<file path="src/rtl/muldiv_pkg.sv">
// rtl/muldiv_pkg.sv - shared encodings for the HI/LO multiply/divide unit
package muldiv_pkg;

  localparam int ITER = 32;

  typedef enum logic [1:0] {
    OP_MULT  = 2'b00,
    OP_MULTU = 2'b01,
    OP_DIV   = 2'b10,
    OP_DIVU  = 2'b11
  } op_e;

  typedef enum logic [1:0] {
    S_IDLE = 2'b00,
    S_RUN  = 2'b01,
    S_FIX  = 2'b10
  } state_e;

endpackage

</file>
<file path="src/rtl/muldiv_hilo.sv">
// rtl/muldiv_hilo.sv - iterative multiply/divide unit owning the HI/LO registers
module muldiv_hilo #(
  parameter int WIDTH = 32,
  parameter int ITER  = muldiv_pkg::ITER
) (
  input  logic             clk,
  input  logic             rst,
  input  logic             start,
  input  logic [1:0]       op,
  input  logic [WIDTH-1:0] s1val,
  input  logic [WIDTH-1:0] s2val,
  input  logic             mthi,
  input  logic             mtlo,
  output logic             busy,
  output logic             done,
  output logic [WIDTH-1:0] hi,
  output logic [WIDTH-1:0] lo
);
  import muldiv_pkg::*;

  localparam int CW = $clog2(ITER + 1);

  state_e             state, state_nxt;
  logic [CW-1:0]      cnt;
  logic [2*WIDTH-1:0] acc;
  logic [WIDTH-1:0]   opnd;
  logic [WIDTH-1:0]   s1_q;
  logic               is_div, neg_res, neg_rem, div_zero;
  logic               done_q;
  logic [WIDTH-1:0]   hi_q, lo_q;

  logic               is_signed, a_neg, b_neg;
  logic [WIDTH-1:0]   a_mag, b_mag;
  logic [WIDTH:0]     mul_sum, div_up, div_diff;
  logic [2*WIDTH-1:0] mul_next, div_next, prod_fix;
  logic [WIDTH-1:0]   q_fix, r_fix;

  // Signed ops run on magnitudes; the sign is restored in FIX.
  assign is_signed = (op == OP_MULT) || (op == OP_DIV);
  assign a_neg     = is_signed & s1val[WIDTH-1];
  assign b_neg     = is_signed & s2val[WIDTH-1];
  assign a_mag     = a_neg ? -s1val : s1val;
  assign b_mag     = b_neg ? -s2val : s2val;

  // Shift-add multiply: multiplier sits in the low half and shifts out.
  assign mul_sum  = {1'b0, acc[2*WIDTH-1:WIDTH]} + {1'b0, opnd};
  assign mul_next = acc[0] ? {mul_sum, acc[WIDTH-1:1]} : {1'b0, acc[2*WIDTH-1:1]};

  // Restoring divide: remainder in the high half, quotient shifts into the low half.
  assign div_up   = acc[2*WIDTH-1:WIDTH-1];
  assign div_diff = div_up - {1'b0, opnd};
  assign div_next = div_diff[WIDTH] ? {div_up[WIDTH-1:0], acc[WIDTH-2:0], 1'b0}
                                    : {div_diff[WIDTH-1:0], acc[WIDTH-2:0], 1'b1};

  assign prod_fix = neg_res ? -acc : acc;
  assign q_fix    = neg_res ? -acc[WIDTH-1:0] : acc[WIDTH-1:0];
  assign r_fix    = neg_rem ? -acc[2*WIDTH-1:WIDTH] : acc[2*WIDTH-1:WIDTH];

  always_ff @(posedge clk) begin
    if (rst) begin
      state <= S_IDLE;
    end else begin
      state <= state_nxt;
    end
  end

  always_comb begin
    state_nxt = state;
    case (state)
      S_IDLE: if (start) state_nxt = S_RUN;
      S_RUN:  if (cnt == CW'(ITER - 1)) state_nxt = S_FIX;
      S_FIX:  state_nxt = S_IDLE;
      default: state_nxt = S_IDLE;
    endcase
  end

  always_comb begin
    busy = (state != S_IDLE);
    done = done_q;
    hi   = hi_q;
    lo   = lo_q;
  end

  always_ff @(posedge clk) begin
    if (rst) begin
      cnt      <= '0;
      acc      <= '0;
      opnd     <= '0;
      s1_q     <= '0;
      is_div   <= 1'b0;
      neg_res  <= 1'b0;
      neg_rem  <= 1'b0;
      div_zero <= 1'b0;
      done_q   <= 1'b0;
      hi_q     <= '0;
      lo_q     <= '0;
    end else begin
      done_q <= (state == S_FIX);
      case (state)
        S_IDLE: begin
          cnt <= '0;
          if (start) begin
            is_div   <= (op == OP_DIV) || (op == OP_DIVU);
            neg_res  <= a_neg ^ b_neg;
            neg_rem  <= a_neg;
            div_zero <= (s2val == '0);
            s1_q     <= s1val;
            if ((op == OP_DIV) || (op == OP_DIVU)) begin
              acc  <= {{WIDTH{1'b0}}, a_mag};
              opnd <= b_mag;
            end else begin
              acc  <= {{WIDTH{1'b0}}, b_mag};
              opnd <= a_mag;
            end
          end else begin
            if (mthi) hi_q <= s1val;
            if (mtlo) lo_q <= s1val;
          end
        end
        S_RUN: begin
          acc <= is_div ? div_next : mul_next;
          cnt <= cnt + CW'(1);
        end
        S_FIX: begin
          if (!is_div) begin
            hi_q <= prod_fix[2*WIDTH-1:WIDTH];
            lo_q <= prod_fix[WIDTH-1:0];
          end else if (div_zero) begin
            hi_q <= s1_q;
            lo_q <= '1;
          end else begin
            hi_q <= r_fix;
            lo_q <= q_fix;
          end
        end
        default: ;
      endcase
    end
  end

endmodule

</file>
<file path="config.mk">
export PLATFORM = sky130hd
export DESIGN_NAME = muldiv_hilo
export DESIGN_NICKNAME = d
export VERILOG_FILES = /design/src/rtl/muldiv_pkg.sv /design/src/rtl/muldiv_hilo.sv
export SDC_FILE = /design/constraint.sdc
export NUM_CORES = 1
export LEC_CHECK = 0
export BUFFER_PORTS_ARGS = -buffer_cell sky130_fd_sc_hd__buf_2
export CAP_MARGIN = 20
export CORE_MARGIN = 8
export CORE_UTILIZATION = 50
export DETAILED_ROUTE_END_ITERATION = 10
export PLACE_DENSITY = 0.75
export SYNTH_ARGS = -nofsm -noshare
export SYNTH_HDL_FRONTEND = slang
export SYNTH_SLANG_ARGS = --single-unit
export TNS_END_PERCENT = 20
</file>
<file path="constraint.sdc">
create_clock -name clk -period 4.6 [get_ports clk]
set_input_delay 0.23 -clock clk [delete_from_list [all_inputs] [get_ports clk]]
set_output_delay 0.23 -clock clk [all_outputs]
set_load 0.02 [all_outputs]
</file>
After elaboration in Yosys (flattened, before gate mapping). Index checks and enable logic that the tools add are counted.

Equality and inequality tests: 10. Add/subtract/negate cells: 8. Bitwise operators: 3. Reductions and logical operators: 13. Multiplexer cells: 26.

Operators by type and width (count): 32-bit 2-to-1 mux (14); 64-bit 2-to-1 mux (5); 32-bit negation (4); 32-bit case mux with 2 select lines (2); 64-bit case mux with 2 select lines (1); 64-bit negation (1); 32-bit by 32-bit adder with 33-bit output (1); 33-bit by 32-bit subtractor with 33-bit output (1); 32-bit logical NOT (1); 6-bit case mux with 2 select lines (1); 2-bit != test (second input constant) (5); 6-bit by 1-bit adder with 6-bit output (second input constant) (1); 2-bit == test (second input constant) (3); 6-bit by 5-bit == test with 1-bit output (second input constant) (1); 2-bit AND reduction (3); 3-bit AND reduction (2); 2-bit nonzero test (3); 2-bit logical NOT (2); 2-bit 2-to-1 mux (2); 2-bit case mux with 2 select lines (1); 1-bit AND (2); 2-bit by 1-bit == test with 1-bit output (second input constant) (1); 1-bit logical OR (2); 1-bit XOR (1).

Output and inout port bits: 66. Word-level logic and storage cells: 72. Bits in registers: 205.

Longest topological paths before layout. Gate-level depths: netlist of the first run.

Word-level depth: 7. Depth in mapped cells: 15. Depth with buffers taken out: 12.

Worst setup path after synthesis of the first run. No wires, ideal clock.

Kind: register to register. From: reg acc[32]. To: reg hi_q[30] (netlist: hi[30]). Path buffers: 0. Clock period less this slack: 3512 ps. Cell stages (with the launch flop): 12. Slack: 1088 ps. Arrival time: 3380 ps. Setup time: 132 ps. Path through: dfxtp_1 > inv_1 > ha_1 > or3b_2 > or4b_4 > or4_4 > or3_1 > or3_1 > a21oi_1 > nor4_1 > a211oi_1 > nor3_1.

Longest elaborated chain between the ends: 5.

RTL lines: start, declared (RTL line muldiv_hilo.sv:25) `logic [2*WIDTH-1:0] acc;`; start signal, assigned (RTL line muldiv_hilo.sv:109) `acc <= {{WIDTH{1'b0}}, a_mag};`; start signal, assigned (RTL line muldiv_hilo.sv:112) `acc <= {{WIDTH{1'b0}}, b_mag};`; start signal, assigned (RTL line muldiv_hilo.sv:121) `acc <= is_div ? div_next : mul_next;`; 32-bit negation (RTL line muldiv_hilo.sv:57) `assign r_fix = neg_rem ? -acc[2*WIDTH-1:WIDTH] : acc[2*WIDTH-1:WIDTH];`; 32-bit 2-to-1 mux (RTL line muldiv_hilo.sv:57); 32-bit 2-to-1 mux (RTL line muldiv_hilo.sv:128) `end else if (div_zero) begin`; 32-bit 2-to-1 mux (*) (RTL line muldiv_hilo.sv:125) `if (!is_div) begin`; 32-bit case mux with 2 select lines (*) (RTL line muldiv_hilo.sv:99) `case (state)`; end signal, assigned (RTL line muldiv_hilo.sv:126) `hi_q <= prod_fix[2*WIDTH-1:WIDTH];`; end signal, assigned (RTL line muldiv_hilo.sv:129) `hi_q <= s1_q;`; end signal, assigned (RTL line muldiv_hilo.sv:132) `hi_q <= r_fix;`; end, declared (RTL line muldiv_hilo.sv:30) `logic [WIDTH-1:0] hi_q, lo_q;`.

Mark *: on every way between the ends. The rest lies on a longest branch, timed or not. A chain may end at the register's enable or synchronous reset.

Worst setup path in the final report of the first run.
From: reg acc[60]. To: reg acc[51].

Longest elaborated chain between the ends: 4.

RTL lines: 33-bit by 32-bit subtractor with 33-bit output (RTL line muldiv_hilo.sv:51) `assign div_diff = div_up - {1'b0, opnd};`; 64-bit 2-to-1 mux (RTL line muldiv_hilo.sv:52) `assign div_next = div_diff[WIDTH] ? {div_up[WIDTH-1:0], acc[WIDTH-2:0], 1'b0}`; 64-bit 2-to-1 mux (RTL line muldiv_hilo.sv:121); 64-bit case mux with 2 select lines (RTL line muldiv_hilo.sv:99).

No other way between the ends.

==> metrics.md, run 1 <==
| Metric | Value |
|---|---|
| R2r worst-path depth | `10` |
| Total gr overflow | `0` |
| Bufs on Longest Clock Path | `3` |
| LEAKAGE | `7.209 nW` |
| Sequential share of power | `35.9%` |
| Fin. max-slew vios | `0` |
| Critical Path, Cell by Cell | `ha_1 -> a21o_1 -> a211o_1 -> a211oi_1 -> a21oi_1 -> nand3b_1 -> xnor2_2 -> buf_4 -> o211ai_1 -> a22o_1` |
| HPWL Detailed | `47700 microns` |
| WS Path Type | `flip-flop to flip-flop` |
| Fin Setup TNS | `0 ns` |
| Drt first pass iters | `6` |
| Async set-or-reset flop fraction in the synthesized netlist | `0%` |
| # port buffers | `136` |
| Rows | `67` |
| Vias post-DR | `18160` |
| Final hold vios | `0` |
| Worst-path clk slew | `0.06 ns` |
| Final Critical Period | `3.781 ns` |
| Reg2reg start | `acc[60]` |
| RSZ-0062 raised after global routing | `no` |
| Synth warn | `0` |
| Clock share of power | `34.4%` |
| Root Buffer | `clkbuf_16` |
| GP Congestion | `0.9840` |
| Share of cells above drive strength 1 | `11.27%` |
| CP Capture Type | `flip-flop` |
| Reg2reg end | `acc[51]` |
| Post-Syn Nets | `2452` |
| Net Sw Power | `2.100 mW` |
| I/O pin count | `137` |
| Routed len/inst | `23.58 microns` |
| Crit-path max FO | `16` |
| Sw Share | `36.59%` |
| Via density | `6.550` |
| Clk sinks | `205` |
| DIE AREA | `0.03976 sq mm` |
| Initial DRC Count | `2204` |
| Clock Skews | `0.01356 ns` |
| H-tree depth | `1` |
| Slew at the pin closest to its max-slew limit | `1.031 ns` |
| Sequential share of the synthesized area | `24.40%` |
| Hold_ws | `0.01684 ns` |
| Total GRT Usage | `31.76%` |
| Cell count after synthesis | `2310` |
| Critical path required time | `5.03 ns` |
| Maximum vdd drop | `0.3367 mV` |
| Pwr Density | `310.6 mW/mm^2` |
| Final #Nets | `2449` |
| Vias in the first global route | `17190` |
| First-pass GRT wire length | `98720 microns` |
| Hold Path Depth | `3` |
| Setup bufs post-CTS | `0` |
| Worst EP arrival | `4.21 ns` |
| Largest net degree at the start of global routing | `106` |
| DRC | `0` |
| Slowest stage delay, CP | `0.64 ns` |
| CTS Hold Buffers Added | `3` |
| Hold Startpoint | `s1val[17]` |
| Post-Syn Area | `0.01682 sq mm` |
| Final wirelength | `65400 microns` |
| P_int | `3.640 mW` |
| Tcrit/Tclk final | `82.20%` |
| Die W | `199.4 microns` |
| Die height | `199.4 microns` |
| Combinational power share | `29.8%` |
| Flop-to-flop setup slack | `0.82 ns` |
| #FFs+latches synth | `205` |
| Min-Delay Path Class | `input port to flip-flop` |
| Syn avg cell area | `7.281 sq um` |
| Max-cap viol count | `0` |
| Yosys cell types | `75` |
| Initial Util | `50.41%` |
| Buf/Inv on CP | `1` |
| Worst hold endpoint | `s1_q[17]` |
| Ys flop type | `dfxtp_1` |
| Max Fclk | `264.5 MHz` |
| CTS resizes | `0` |
| Antenna-violating nets left | `0` |
| CTS tree | `built` |
| Startpoint types | `flip-flop` |
| Setup violators final | `0` |
| Outcome | `finished clean` |
| Antenna cells | `0` |
| CP max-delay cell | `dfxtp_1` |
| Top Family by Delay on Critical Path | `compound AO/OA/AOI/OAI gates` |
| Clock Latency Late Sink | `0.55 ns` |
| Core area | `0.03336 sq mm` |
| Count of flip-flops with a built-in enable after synthesis | `0` |
| TritonCTS buffer count | `24` |
| Area growth syn-to-layout | `9.856%` |
| Rel. slew slack | `31.12%` |
| Initial antenna violation count | `2` |
## power by group through the flow
stage                     registers (mW)  logic, mW  clock network, mW
after floorplan                     2.03       1.18                  0
after global placement              2.08       1.62                  0
after detailed placement            2.09       1.64                  0
after CTS                           2.05       1.66               1.97
after global routing                2.07       1.84               2.04
final                               2.06       1.71               1.97
## tightest hold or removal path, delay by kind of cell
kind / cells / cell delay, ns
AND/OR/NAND/NOR: 1 / 0.07
AO/OA/AOI/OAI: 1 / 0.05
buffers and inverters: 1 / 0.16
## cell usage in the layout, fill, tap and decap left out, types with 39 or more instances in the layout
cell type / instances
nand2_1: 314
o21ai_0: 119
mux2i_1: 58
xnor2_1: 115
buf_2: 135
o211ai_1: 48
ha_1: 69
nor3_1: 56
xor2_1: 78
buf_4: 39
a211oi_1: 71
a21oi_1: 246
nor2_1: 184
inv_1: 56
dfxtp_1: 202
o221ai_1: 43
## Yosys cell counts (all sizes together), types with 4 or more instances
master,count,area [sq um]
nand2,315,1182
a21oi,246,1231
dfxtp,205,4104
nor2,187,701.9
clkbuf,178,668.1
o21ai,122,610.6
xnor2,116,1016
xor2,79,691.9
a211oi,71,533.0
ha,69,863.3
mux2i,58,580.6
inv,57,214.0
nor3,57,285.3
o211ai,48,360.4
o221ai,43,376.6
or3,31,193.9
buf,30,136.4
o31ai,29,217.7
a21o,26,195.2
a31oi,26,162.7
a221oi,25,219.0
nor2b,24,150.1
nand2b,21,131.4
or4,19,157.7
a22o,18,157.7
nand3,18,90.09
o41ai,16,155.2
nand4,14,87.58
nor4,14,87.58
or2,14,87.58
a221o,9,90.09
and2,9,56.30
and3,9,56.30
mux2,9,101.4
a32o,7,70.07
a211o,6,52.55
a22oi,6,45.04
o21a,6,45.04
o21bai,6,45.04
o22ai,6,37.54
a311oi,5,43.79
o31a,5,43.79
a2111oi,4,35.03
## through the flow
step                worst slack [ns]  utilization, %  cell area (sq um)  instances  total power, mW
finish                        0.8187           55.38              18480       2773            5.740
global route                  0.5972           55.38              18480       2773            5.955
floorplan                      1.088               -              16820       2310            3.211
CTS                           0.8542           55.25              18440       2771            5.673
global placement              0.8374           52.77              17610       2724            3.698
detailed placement            0.8719           52.77              17610       2724            3.732
## state kept, by name (all words and copies together), names as in the netlist
name	count
hi	32
acc	64
lo	32
state	2
neg_rem	1
cnt	6
neg_res	1
done	1
div_zero	1
is_div	1
s1_q	32
opnd	32
## per-layer routing
metal	part of all wire [%]	track usage, %	vias up
met5	0.018	0	-
met4	6.2	17.74	2
met3	9.7	5.591	207
met2	45	51.19	982
met1	39	39.74	8609
li1	-	-	8362
## logic make-up (layout without fill, tap and decap cells)
kind of cell	count (synthesis)	count (layout)	share of synthesized area [%]
AO/OA/AOI/OAI	756	756	29.53
adder cells (fa/ha/maj)	71	71	5.371
flip-flops	205	205	24.40
AND/OR/NAND/NOR	751	751	20.43
XOR/XNOR	195	195	10.15
buffers and inverters	265	280	6.055
multiplexers	67	67	4.054
## worst max-delay path by stage
stage / start / end / slack, ns / cells past startpoint
detailed placement: acc[32] / hi[30] / 0.87 / 11
global placement: acc[32] / hi[30] / 0.84 / 11
global route: acc[32] / hi[30] / 0.60 / 11
CTS: acc[32] / hi[30] / 0.85 / 11
floorplan: acc[32] / hi[30] / 1.09 / 11
finish: acc[60] / acc[51] / 0.82 / 10
## final cells by class
cell class,count,area [sq um]
clock buffer,36,715.7
clock inverter,8,83.83
fill,3253,14890
inverter,57,214.0
multi-input combinational,1840,11750
sequential,205,4110
tap,448,560.5
timing repair buffer,179,1041
(Power assumes the default switching activity.)
==> run 2, diff against run 1 <==
clock period = 3.89 ns   (was 4.6 ns; I/O delays follow)
==> metrics.md, run 2 (synthesis results as in run 1) <==
| Metric | Value |
|---|---|
| Outcome | `finished clean` |
| Final hold vios | `0 (unchanged)` |
| Die W | `199.4 microns (unchanged)` |
| Max-cap viol count | `0 (unchanged)` |
| Antenna-violating nets left | `0 (unchanged)` |
| Most common cell after layout, fill and taps aside | `nand2_1` |
| Total gr overflow | `0 (unchanged)` |
| End of the critical path | `hi[30]` |
| Routed len/inst | `23.94 microns (+1.5%)` |
| Min-Delay Path Class | `input port to flip-flop` |
| WS Path Type | `flip-flop to flip-flop` |
| GP Congestion | `1.026 (+4.3%)` |
| Flop-to-flop setup slack | `0.23 ns (-0.59 ns)` |
| Clk sinks | `205 (unchanged)` |
| RSZ-0062 raised after global routing | `no` |
| TritonCTS buffer count | `25 (+4.2%)` |
| Final #Nets | `2506 (+2.3%)` |
| DIE AREA | `0.03976 sq mm (unchanged)` |
| Fin Setup TNS | `0 ns (unchanged)` |
| Maximum vdd drop | `0.3531 mV (+4.9%)` |
| Reg2reg start | `acc[33]` |
| Fin area | `0.01905 sq mm (+3.1%)` |
| Die height | `199.4 microns (unchanged)` |
| Worst EP arrival | `4.06 ns (-0.15 ns)` |
| Via density | `6.491 (-0.89%)` |
| Crit-path max FO | `6 (-10)` |
| Vias in the first global route | `17520 (+1.9%)` |
| LEAKAGE | `7.519 nW (+4.3%)` |
| HPWL Detailed | `49810 microns (+4.4%)` |
| CP startpoint | `acc[33]` |
| Final wirelength | `67790 microns (+3.7%)` |
| CP Capture Type | `flip-flop` |
| Clock Skews | `0.01569 ns (+0.002131 ns)` |
| First-pass GRT wire length | `102800 microns (+4.1%)` |
| Vias post-DR | `18380 (+1.2%)` |
| Initial antenna violation count | `1 (-1)` |
| Bufs on Longest Clock Path | `3 (unchanged)` |
| Reg2reg end | `hi[30]` |
| Setup bufs post-CTS | `0 (unchanged)` |
| Max Fclk | `273.4 MHz (+3.4%)` |
| Rel. slew slack | `33.33% (+2.2 points)` |
| Largest net degree at the start of global routing | `78 (-26%)` |
| Share of cells above drive strength 1 | `12.64% (+1.4 points)` |
| H-tree depth | `1 (unchanged)` |
| Root Buffer | `clkbuf_16` |
| Drt first pass iters | `6 (unchanged)` |
| CTS tree | `built` |
| Top reg by flops | `acc` |
| Core area | `0.03336 sq mm (unchanged)` |
| Worst-path clk slew | `0.06 ns (about the same)` |
| Area growth syn-to-layout | `13.23%` |
| I/O pin count | `137 (unchanged)` |
| Total GRT Usage | `33.07% (+1.3 points)` |
| Pwr Density | `368.9 mW/mm^2 (+19%)` |
| Setup violators final | `0 (unchanged)` |
| DRC | `0 (unchanged)` |
| Fin. max-slew vios | `0 (unchanged)` |
| Slew at the pin closest to its max-slew limit | `0.9964 ns (-0.03429 ns)` |
| Startpoint types | `flip-flop` |
| Initial Util | `50.41% (unchanged)` |
| Rows | `67 (unchanged)` |
| Critical path required time | `4.29 ns (-0.74 ns)` |
| Clock Latency Late Sink | `0.56 ns (about the same)` |
| R2r worst-path depth | `11 (+1)` |
| Max reg flops | `64 (unchanged)` |
| Final Critical Period | `3.658 ns (-0.1236 ns)` |
| Cell Area, Placed | `0.01789 sq mm (+1.6%)` |
| Initial DRC Count | `1799 (-18%)` |
| # port buffers | `136 (unchanged)` |
| Tcrit/Tclk final | `94.03% (+12 points)` |
| Most frequent cells in the layout | `nand2_1 (314), a21oi_1 (246), dfxtp_1 (202)` |
run 2: metal layers:
layer / routed length [microns] / global-route usage (%)
met5: 0 / 0.2551
met4: 4548 / 19.86
met3: 6016 / 5.726
met2: 30720 / 52.89
met1: 26500 / 41.23
run 2: critical path, cell delays in order (launching register included):
cell and delay [ns]:
dfxtp_1 0.32, inv_1 0.12, ha_1 0.20, or3b_2 0.50, or4b_4 0.55, or4_4 0.58, or3_1 0.43, or3_1 0.32
a21oi_1 0.15, nor4_1 0.06, a211oi_1 0.22, nor3_1 0.08
run 2: metrics by stage:
| stage | power [mW] | hold WS (ns) | util [%] | instances | worst slack (ns) |
|---|---|---|---|---|---|
| final | 7.026 | 0.02313 | 57.08 | 2831 | 0.2323 |
| after global routing | 7.290 | 0.01632 | 57.08 | 2830 | 0.05280 |
| after CTS | 6.968 | 0.001545 | 56.95 | 2828 | 0.2487 |
| after detailed placement | 4.470 | 0.4337 | 53.63 | 2759 | 0.2651 |
| after global placement | 4.438 | 0.4236 | 53.63 | 2759 | 0.2832 |
| after floorplan | 3.797 | 0.3305 | - | 2310 | 0.3784 |
run 2: final cells by class:
cell class / instances / area, sq um
Clock inverter: 13 / 165.2
Clock buffer: 32 / 701.9
Timing Repair Buffer: 235 / 1539
Antenna cell: 1 / 2.502
Tap cell: 448 / 560.5
Sequential cell: 205 / 4110
Multi-Input combinational cell: 1840 / 11750
Inverter: 57 / 214.0
Fill cell: 3200 / 14320
run 2: how the worst min path moves through the flow:
stage                          from  endpoint  slack (ns)  cells past startpoint
after global routing      s1val[29]  s1_q[29]        0.02                      3
after floorplan           s1val[19]  s1_q[19]        0.33                      2
after detailed placement     hi[26]    hi[26]        0.43                      2
final                     s1val[29]  s1_q[29]        0.02                      3
after CTS                 s1val[29]  s1_q[29]       0.002                      3
after global placement       hi[26]    hi[26]        0.42                      2
run 2: what timing repair did:
item                                   4_1_cts  5_1_grt
hold buffers                                24        0
endpoints found under the hold margin       25        0
resized for setup                            0        0
run 2: power by group:
| part | internal (mW) | switching (mW) |
|---|---|---|
| clock network | 1.48 | 1.02 |
| registers | 2.23 | 0.170 |
| logic | 0.777 | 1.35 |
